--- config.mk ---
export PLATFORM = sky130hd
export DESIGN_NAME = minterm_scanner
export DESIGN_NICKNAME = d
export VERILOG_FILES = /design/src/rtl/minterm_scanner.sv
export SDC_FILE = /design/constraint.sdc
export NUM_CORES = 1
export LEC_CHECK = 0
export BUFFER_PORTS_ARGS = -buffer_cell sky130_fd_sc_hd__buf_2
export CAP_MARGIN = 20
export CORE_MARGIN = 4
export CORE_UTILIZATION = 48
export CTS_CLUSTER_DIAMETER = 50
export DETAILED_ROUTE_END_ITERATION = 10
export PLACE_DENSITY = 0.78
export SLEW_MARGIN = 5
export SYNTH_ARGS = -nofsm -noshare
export SYNTH_HDL_FRONTEND = slang
export SYNTH_SLANG_ARGS = --single-unit
--- constraint.sdc ---
create_clock -name clk -period 1.4 [get_ports clk]
set_input_delay 0.21 -clock clk [delete_from_list [all_inputs] [get_ports clk]]
set_output_delay 0.21 -clock clk [all_outputs]
set_load 0.05 [all_outputs]
--- src/rtl/minterm_scanner.sv ---
// Truth-table scanner: sweeps in_vec over 0..2^N_IN-1 and gathers y_in into a minterm mask.
// Optional golden-mask compare is enabled with `define MINTERM_SCANNER_COMPARE_EN.
module minterm_scanner #(
  parameter int N_IN   = 3,
  parameter int SETTLE = 0
) (
  input  logic                 clk,
  input  logic                 rst,
  input  logic                 start,
  input  logic [2**N_IN-1:0]   expected,
  output logic [N_IN-1:0]      in_vec,
  input  logic                 y_in,
  output logic                 busy,
  output logic                 done,
  output logic [2**N_IN-1:0]   mask,
  output logic                 match
);
  localparam int NV = 2**N_IN;
  localparam int HW = (SETTLE < 1) ? 1 : $clog2(SETTLE + 1);
  localparam logic [N_IN:0]   LAST_VEC = (N_IN+1)'(NV - 1);
  localparam logic [HW-1:0]   LAST_HOLD = HW'(SETTLE);

  typedef enum logic [1:0] {IDLE, SWEEP, FINISH} state_t;

  state_t          r_state, w_next;
  logic [N_IN:0]   r_vec;
  logic [HW-1:0]   r_hold;
  logic [NV-1:0]   r_mask;
  logic [NV-1:0]   w_mask_nxt;
  logic            w_accept, w_sample, w_last;

  assign in_vec   = r_vec[N_IN-1:0];
  assign mask     = r_mask;
  assign w_accept = (r_state == IDLE) && start;
  assign w_sample = (r_state == SWEEP) && (r_hold == LAST_HOLD);
  assign w_last   = w_sample && (r_vec == LAST_VEC);

  // Mask with the current sample folded in, so the final compare sees the last bit.
  always_comb begin
    w_mask_nxt         = r_mask;
    w_mask_nxt[in_vec] = y_in;
  end

  always_ff @(posedge clk) begin
    if (rst) r_state <= IDLE;
    else     r_state <= w_next;
  end

  always_comb begin
    w_next = r_state;
    busy   = 1'b0;
    done   = 1'b0;
    case (r_state)
      IDLE:   if (start) w_next = SWEEP;
      SWEEP: begin
        busy = 1'b1;
        if (w_last) w_next = FINISH;
      end
      FINISH: begin
        done   = 1'b1;
        w_next = IDLE;
      end
      default: w_next = IDLE;
    endcase
  end

  always_ff @(posedge clk) begin
    if (rst) begin
      r_vec  <= '0;
      r_hold <= '0;
      r_mask <= '0;
    end else if (w_accept) begin
      r_vec  <= '0;
      r_hold <= '0;
      r_mask <= '0;
    end else if (w_sample) begin
      r_mask <= w_mask_nxt;
      r_hold <= '0;
      r_vec  <= w_last ? '0 : r_vec + 1'b1;
    end else if (r_state == SWEEP) begin
      r_hold <= r_hold + 1'b1;
    end
  end

`ifdef MINTERM_SCANNER_COMPARE_EN
  logic [NV-1:0] r_exp;
  logic          r_match;

  // Result is latched on the final sample so it is already valid while done is high.
  always_ff @(posedge clk) begin
    if (rst) begin
      r_exp   <= '0;
      r_match <= 1'b0;
    end else if (w_accept) begin
      r_exp   <= expected;
      r_match <= 1'b0;
    end else if (w_last) begin
      r_match <= (w_mask_nxt == r_exp);
    end
  end

  assign match = r_match;
`else
  assign match = 1'b0 & (^expected);
`endif

endmodule

* Word level (Yosys, flattened, before mapping)
Cells that the tools add are included.
** Word-level totals
- Bits in registers :: 15
- Input bits :: 12
- Output and inout port bits :: 14
- Word-level logic and storage cells :: 31
** Operators by class
- Add/sub/neg operators :: 2
- $lt $le $gt $ge :: 2
- Equality and inequality tests :: 5
- Muxes and demuxes :: 9
- Bitwise gates (word level) :: 1
- Reductions and logical operators :: 8
** Operators with widths (count)
- bitwise mux 8 bit :: 1
- adder 4 x 1 -> 4 bit (second input constant) :: 1
- equality test 4 x 3 -> 1 bit (second input constant) :: 1
- logical AND 1 bit :: 4
- < comparator 3 x 4 -> 1 bit (second input constant) :: 1
- 2-to-1 mux 2 bit :: 2
- 2-to-1 mux 4 bit :: 1
- != test 2 bit (second input constant) :: 2
- one-hot mux 2 bit (2 select lines) :: 1
- demux 1 bit (select 3 bit) :: 1
- >= comparator 3 x 1 -> 1 bit (second input constant) :: 1
- 2-to-1 mux 1 bit :: 3
- OR reduction 3 bit :: 1
- equality test 2 x 1 -> 1 bit (second input constant) :: 1
- equality test 2 bit (second input constant) :: 1
- zero test 2 bit :: 1
- AND reduction 2 bit :: 1
- OR reduction 2 bit :: 1
- adder 1 bit (second input constant) :: 1
- inverter 1 bit :: 1

* Logic depth before layout (Yosys ltp)
Gate-level depths: netlist of the first run.
- Depth in word-level cells :: 5
- Gate-level depth with buffers :: 4
- Gate-level depth less buffers :: 4

* Worst setup path before layout of the first run
OpenSTA, ideal clock, no wires.
- Kind :: register -> output
- Start :: reg r_state[1]
- End :: out done
- Arrival time :: 1171 ps
- Path slack :: 19 ps
- Cell stages (with the launch flop) :: 2
- Path buffers :: 0
- Path through :: dfxtp_1 -> nor2b_1
** Between the ends
- Word-level cells in the longest chain between the ends :: 2
** RTL lines
- start, declared :: RTL line 25 : state_t r_state, w_next;
- start signal, assigned :: RTL line 46 : else r_state <= w_next;
- equality test 2 bit :: RTL line 53 : case (r_state)
- 2-to-1 mux 1 bit :: RTL line 53
- end, declared :: RTL line 14 : output logic done,
No other way between the ends.

* Final worst setup path of the first run
- Start :: reg r_state[1]
- End :: out busy
** Between the ends
- Word-level cells in the longest chain between the ends :: 2
** RTL lines
- equality test 2 x 1 -> 1 bit :: RTL line 53
- 2-to-1 mux 1 bit :: RTL line 53
- end, declared :: RTL line 13 : output logic busy,
No other way between the ends.

==> metrics.yaml, run 1 <==
outcome:
  status: "finished, final reports clean"
timing:
  max_freq_mhz: 743.8
  slew_viol_final: 0
  fin_crit_sh_pct: 96.03
  fin_crit_ns: 1.344
  final-setup-viol-count: 0
  setup_tns_ns: 0
  rsz0062_at_grt: "no"
  final.setup_skew_ns: 0.007634
  hold_viol_final: 0
setup_path:
  cpMaxStageDelayCell: "dfxtp_1"
  crit_path_max_fanout: 3
  crit_chain: "buf_4 -> and2b_1 -> buf_6"
  cp-end-kind: "primary output"
  reg2regPathDepth: 3
  cp_slowest_stage_delay_ns: 0.33
  crit_type: "flop to primary output"
  arrival_ns: 1.13
  critPathLaunchType: "flop"
  required_ns: 1.19
clock_tree:
  cts_hold_buf: 0
  clock_latency_ns: 0.28
  cts_tree: "yes"
  cts_buffers: 3
  clock-sinks: 15
  cts_max_path_buffers: 2
  cts.clk_slew.worst_paths_ns: 0.09
  root_buffer: "clkbuf_4"
  cts_max_level: 1
drt:
  drt_wl_total_um: 1510
  drt-vias-per-instance: 5.345
  first_pass_iters: 4
  dr.first_iter.drc_count: 4
  ant_nets: 0
  drc: 0
  num_vias: 588
  wl_per_cell_um: 13.73
global_routing:
  met1_usage_pct: 18.04
  grt_max_degree: 13
  grtUsageMet2_pct: 25.86
  antenna_found_initial: 0
  met3_usage_pct: 3.690
  grt_pass1_vias: 605
  track_usage_pct: 15.85
  gr-max-usage-layer: "met2"
  grt_pass1_wl_um: 2511
  grt_overflow_total: 0
finish:
  n_antenna_cell: 0
  final_layout_size_suffix_gt1_share_pct: 32.98
  final_cell_area_um2: 895.9
  final-seq-area_um2: 300.3
  multi_input_area_um2: 419.2
  fillCellCount: 148
  fin_nets: 108
  syn2layout_area_growth_pct: 15.86
floorplan:
  die_width_um: 48.14
  rows: 14
  die_y_um: 48.14
  fp.coreArea_mm2: 0.001506
  initial_core_util_pct: 51.33
  ios: 26
  die_area_mm2: 0.002317
place:
  hpwl_um: 1099
  place_congestion: 0.7661
  port_buffers: 16
  dpl_cell_area_um2: 860.8
synth:
  synth_fp_nets: 89
  yosysWarnings: 0
  synth_cell_types: 29
  async_reset_ff_share_pct: 0
  yosysSeqAreaShare_pct: 38.83
  synth_seq_cells: 15
  synth_common_cells: "dfxtp_1 (15), mux2i_1 (9), nand3b_1 (8), nand2_1 (6), nor2_1 (5)"
  synth_area_leaders: "dfxtp_1 (39%), mux2i_1 (12%), nand3b_1 (7.8%)"
  syn_inst: 76
  synthFlopType: "dfxtp_1"
  yosys.area.top_type_share_pct: 38.83
  synth_area_um2: 773.2
  syn_avg_cell_area_um2: 10.17
  yosysMostFrequentCell: "dfxtp_1"
  synth_area_leader_cell: "dfxtp_1"
  synth-edff-count: 0
power:
  peakVddDrop_v: 0.0004490
  pwr_density_cell_mw_per_mm2: 894.7
  leakage_nw: 0.4369
min_path:
  hold_depth: 2
  hp-class: "input port to flop"
flow_run:
  max_cap_violations: 0
## cell usage in the layout, fill, tap and decap left out, drive strengths merged, types with 2 or more instances in the layout
master,Yosys,final
buf,6,20
dfxtp,15,15
mux2i,9,9
nand3b,9,9
nand2,6,6
nor2,5,5
clkbuf,1,5
nor2b,4,4
and4bb,2,2
nand3,2,2
xnor2,2,2
nor3b,2,2
## area by class of cell
type / count / share of cell area, %
well taps: 16 / 2.235
clock buffers: 4 / 2.933
repair buffers: 21 / 14.11
inverters: 1 / 0.4190
flip-flops and latches: 15 / 33.52
multi-input cells: 53 / 46.79
## sequential cells by signal (all words and copies together), names as in the netlist
| name | cells |
|---|---|
| r_state | 2 |
| r_hold | 1 |
| mask | 8 |
| r_vec | 4 |
## repair_timing
action / 4_1_cts / 5_1_grt
setup endpoints to repair: 1 / 2
resized for setup: 1 / 2
buffers inserted: 0 / 0
## kinds of logic after synthesis
| kind of cell | count (synthesis) | share of synthesized area [%] |
|---|---|---|
| multiplexers | 9 | 11.65 |
| AO/OA/AOI/OAI | 2 | 1.780 |
| AND/OR/NAND/NOR | 38 | 36.41 |
| buffers and inverters | 8 | 6.956 |
| other | 1 | 0.4850 |
| flip-flops | 15 | 38.84 |
| XOR/XNOR | 2 | 2.266 |
| adder cells (fa/ha/maj) | 1 | 1.618 |
## path summary, 6_finish.rpt
check,start,to,slack (ns)
min reg2reg,mask[0],mask[0],0.49
max,r_state[1],busy,0.06
max reg2reg,r_state[1],mask[1],0.09
min,rst,r_state[1],0.21
## power breakdown
group / switching, mW / internal (mW)
logic: 0.0748 / 0.0418
registers: 0.00390 / 0.433
clock network: 0.137 / 0.111
## metal layers
metal	up-vias	share of wire, %
met2	14	50
met5	-	0
met4	0	1.5
met1	273	43
li1	297	-
met3	4	5.7
## worst max-delay path, delay by kind of cell, from the launching register on
family        cells  cell delay [ns]
flops             1             0.33
buf+inv           2             0.30
simple gates      1             0.22
## stage by stage
| step | instances | setup WS (ns) | utilization, % | hold WS (ns) | power, mW |
|---|---|---|---|---|---|
| after floorplan | 76 | 0.01857 | - | 0.3932 | 0.5423 |
| after global routing | 110 | 0.001859 | 59.47 | 0.2170 | 0.8407 |
| after CTS | 110 | 0.02936 | 59.05 | 0.2047 | 0.8126 |
| after detailed placement | 106 | 0.1132 | 57.14 | 0.4801 | 0.5603 |
| final | 110 | 0.05562 | 59.47 | 0.2139 | 0.8015 |
| after global placement | 106 | 0.1200 | 57.14 | 0.4771 | 0.5575 |
Power figures use the tool's default switching activity.
==> run 2: changes to the inputs <==
- RECOVER_POWER: default -> 25
==> run 2 against run 1 <==
Die area did not move. Cell area is the same. Sequential power barely moved. Largest power group unchanged.
==> metrics.yaml, run 2 (synthesis gave the netlist of run 1 again) <==
finish:
  fin_nets: 108  # unchanged
  finish.utilization_pct: 59.47  # unchanged
  n_antenna_cell: 0  # unchanged
  syn2layout_area_growth_pct: 15.86  # unchanged
  largest_reg_flops: 8  # unchanged
  mostFrequentLayoutCells: "dfxtp_1 (15), mux2i_1 (9), nand3b_1 (8), buf_2 (8)"
  layout_commonest_cell: "dfxtp_1"
  layoutNonFillerInstCount: 110  # unchanged
  final_layout_size_suffix_gt1_share_pct: 32.98  # unchanged
drt:
  wl_per_cell_um: 13.73  # unchanged
  drc: 0  # unchanged
  num_vias: 590  # +0.34%
  dr.first_iter.drc_count: 1  # -3
  drt_wl_total_um: 1510  # unchanged
  first_pass_iters: 4  # unchanged
  drt-vias-per-instance: 5.364  # +0.34%
  ant_nets: 0  # unchanged
setup_path:
  cpMaxStageDelayCell: "dfxtp_1"
  crit_path_max_fanout: 3  # unchanged
  arrival_ns: 1.13  # about the same
  critPathLaunchType: "flop"
  startpoint: "r_state[1]"
  rr_endpoint: "mask[0]"
  crit_type: "flop to primary output"
  crit_chain: "buf_4 -> and2b_1 -> buf_6"
  reg2regPathDepth: 3  # unchanged
  r2r_start: "r_state[1]"
  cp_slowest_stage_delay_ns: 0.33  # about the same
  cp-end-kind: "primary output"
  r2r_slack_ns: 0.09  # about the same
  setup.worst_path.end: "busy"
  required_ns: 1.19  # about the same
timing:
  final.setup_skew_ns: 0.007896  # +0.0002613 ns
  hold_viol_final: 0  # unchanged
  slew_viol_final: 0  # unchanged
  timing.hold.ws_ns: 0.2127  # -0.001188 ns
  rsz0062_at_grt: "no"
  setup_tns_ns: 0  # unchanged
  final-setup-viol-count: 0  # unchanged
  max_freq_mhz: 743.9  # about the same
  fin_crit_ns: 1.344  # -0.00002880 ns
  fin_crit_sh_pct: 96.03  # about the same
global_routing:
  grt_pass1_vias: 605  # unchanged
  grt_max_degree: 13  # unchanged
  track_usage_pct: 15.85  # unchanged
  grt_pass1_wl_um: 2511  # unchanged
  grt_overflow_total: 0  # unchanged
  antenna_found_initial: 0  # unchanged
floorplan:
  die_y_um: 48.14  # unchanged
  fp.coreArea_mm2: 0.001506  # unchanged
  rows: 14  # unchanged
  ios: 26  # unchanged
  die_width_um: 48.14  # unchanged
  initial_core_util_pct: 51.33  # unchanged
  die_area_mm2: 0.002317  # unchanged
power:
  pwr_density_cell_mw_per_mm2: 894.4  # about the same
  leakage_nw: 0.4313  # -1.3%
  p_total_mw: 0.8013  # about the same
  peakVddDrop_v: 0.0004490  # about the same
place:
  place_congestion: 0.7661  # unchanged
  hpwl_um: 1099  # unchanged
  port_buffers: 16  # unchanged
  dp_cells: 106  # unchanged
flow_run:
  max_cap_violations: 0  # unchanged
clock_tree:
  cts.clk_slew.worst_paths_ns: 0.09  # about the same
  cts_buffers: 3  # unchanged
  cts_tree: "yes"
  cts_setup_buffers: 0  # unchanged
  clock_latency_ns: 0.28  # about the same
  root_buffer: "clkbuf_4"
  cts_max_level: 1  # unchanged
  clock-sinks: 15  # unchanged
  cts_max_path_buffers: 2  # unchanged
min_path:
  hp-class: "input port to flop"
outcome:
  status: "finished, final reports clean"
-- run 2: cell count changes in the layout (fill, tap and decap cells not counted) --
| cell | change |
|---|---|
| buf_2 | -6 |
| clkbuf_2 | +6 |
-- run 2: report_power, final --
group / switching [mW] / total (mW) / internal (mW)
sequential: 0.00403 / 0.437 / 0.433
clock: 0.137 / 0.248 / 0.111
combinational: 0.0748 / 0.117 / 0.0417
-- run 2: layer usage --
layer | vias up | GRT usage [%] | wire length (um)
li1 | 298 | - | -
met1 | 274 | 18.04 | 646
met2 | 14 | 25.86 | 753
met3 | 4 | 3.690 | 88
met4 | 0 | 11.29 | 22
met5 | - | 0 | 0
-- run 2: critical path, delay by kind of cell (launching register included) --
family	cells	cell delay, ns
buf+inv	2	0.30
simple gates	1	0.22
flops	1	0.33
-- run 2: stage by stage --
step | instance area [um^2] | worst slack (ns)
6_report | 895.9 | 0.05565
5_1_grt | 895.9 | 0.001859
4_1_cts | 889.6 | 0.02936
3_5_place_dp | 860.8 | 0.1132
3_3_place_gp | 860.8 | 0.1200
2_1_floorplan | 773.2 | 0.01857
-- run 2: area by class of cell --
| class | instances | area [um^2] |
|---|---|---|
| Timing Repair Buffer | 21 | 126.4 |
| Tap cell | 16 | 20.02 |
| Inverter | 1 | 3.754 |
| Sequential cell | 15 | 300.3 |
| Multi-Input combinational cell | 53 | 419.2 |
| Clock buffer | 4 | 26.28 |
| Fill cell | 148 | 610.6 |
-- run 2: timing repair --
| action | 4_1_cts | 5_1_grt |
|---|---|---|
| setup endpoints to repair | 1 | 2 |
| hold buffers | 0 | 0 |
| gates resized for setup | 1 | 2 |
-- run 2: how the worst min path moves through the flow --
stage | endpoint | startpoint | slack [ns] | depth (start not counted)
3_5_place_dp | mask[0] | mask[0] | 0.48 | 2
2_1_floorplan | r_state[0] | start | 0.39 | 2
5_1_grt | r_state[1] | rst | 0.22 | 2
6_report | r_state[1] | rst | 0.21 | 2
3_3_place_gp | mask[6] | mask[6] | 0.48 | 2
4_1_cts | r_state[1] | rst | 0.20 | 2
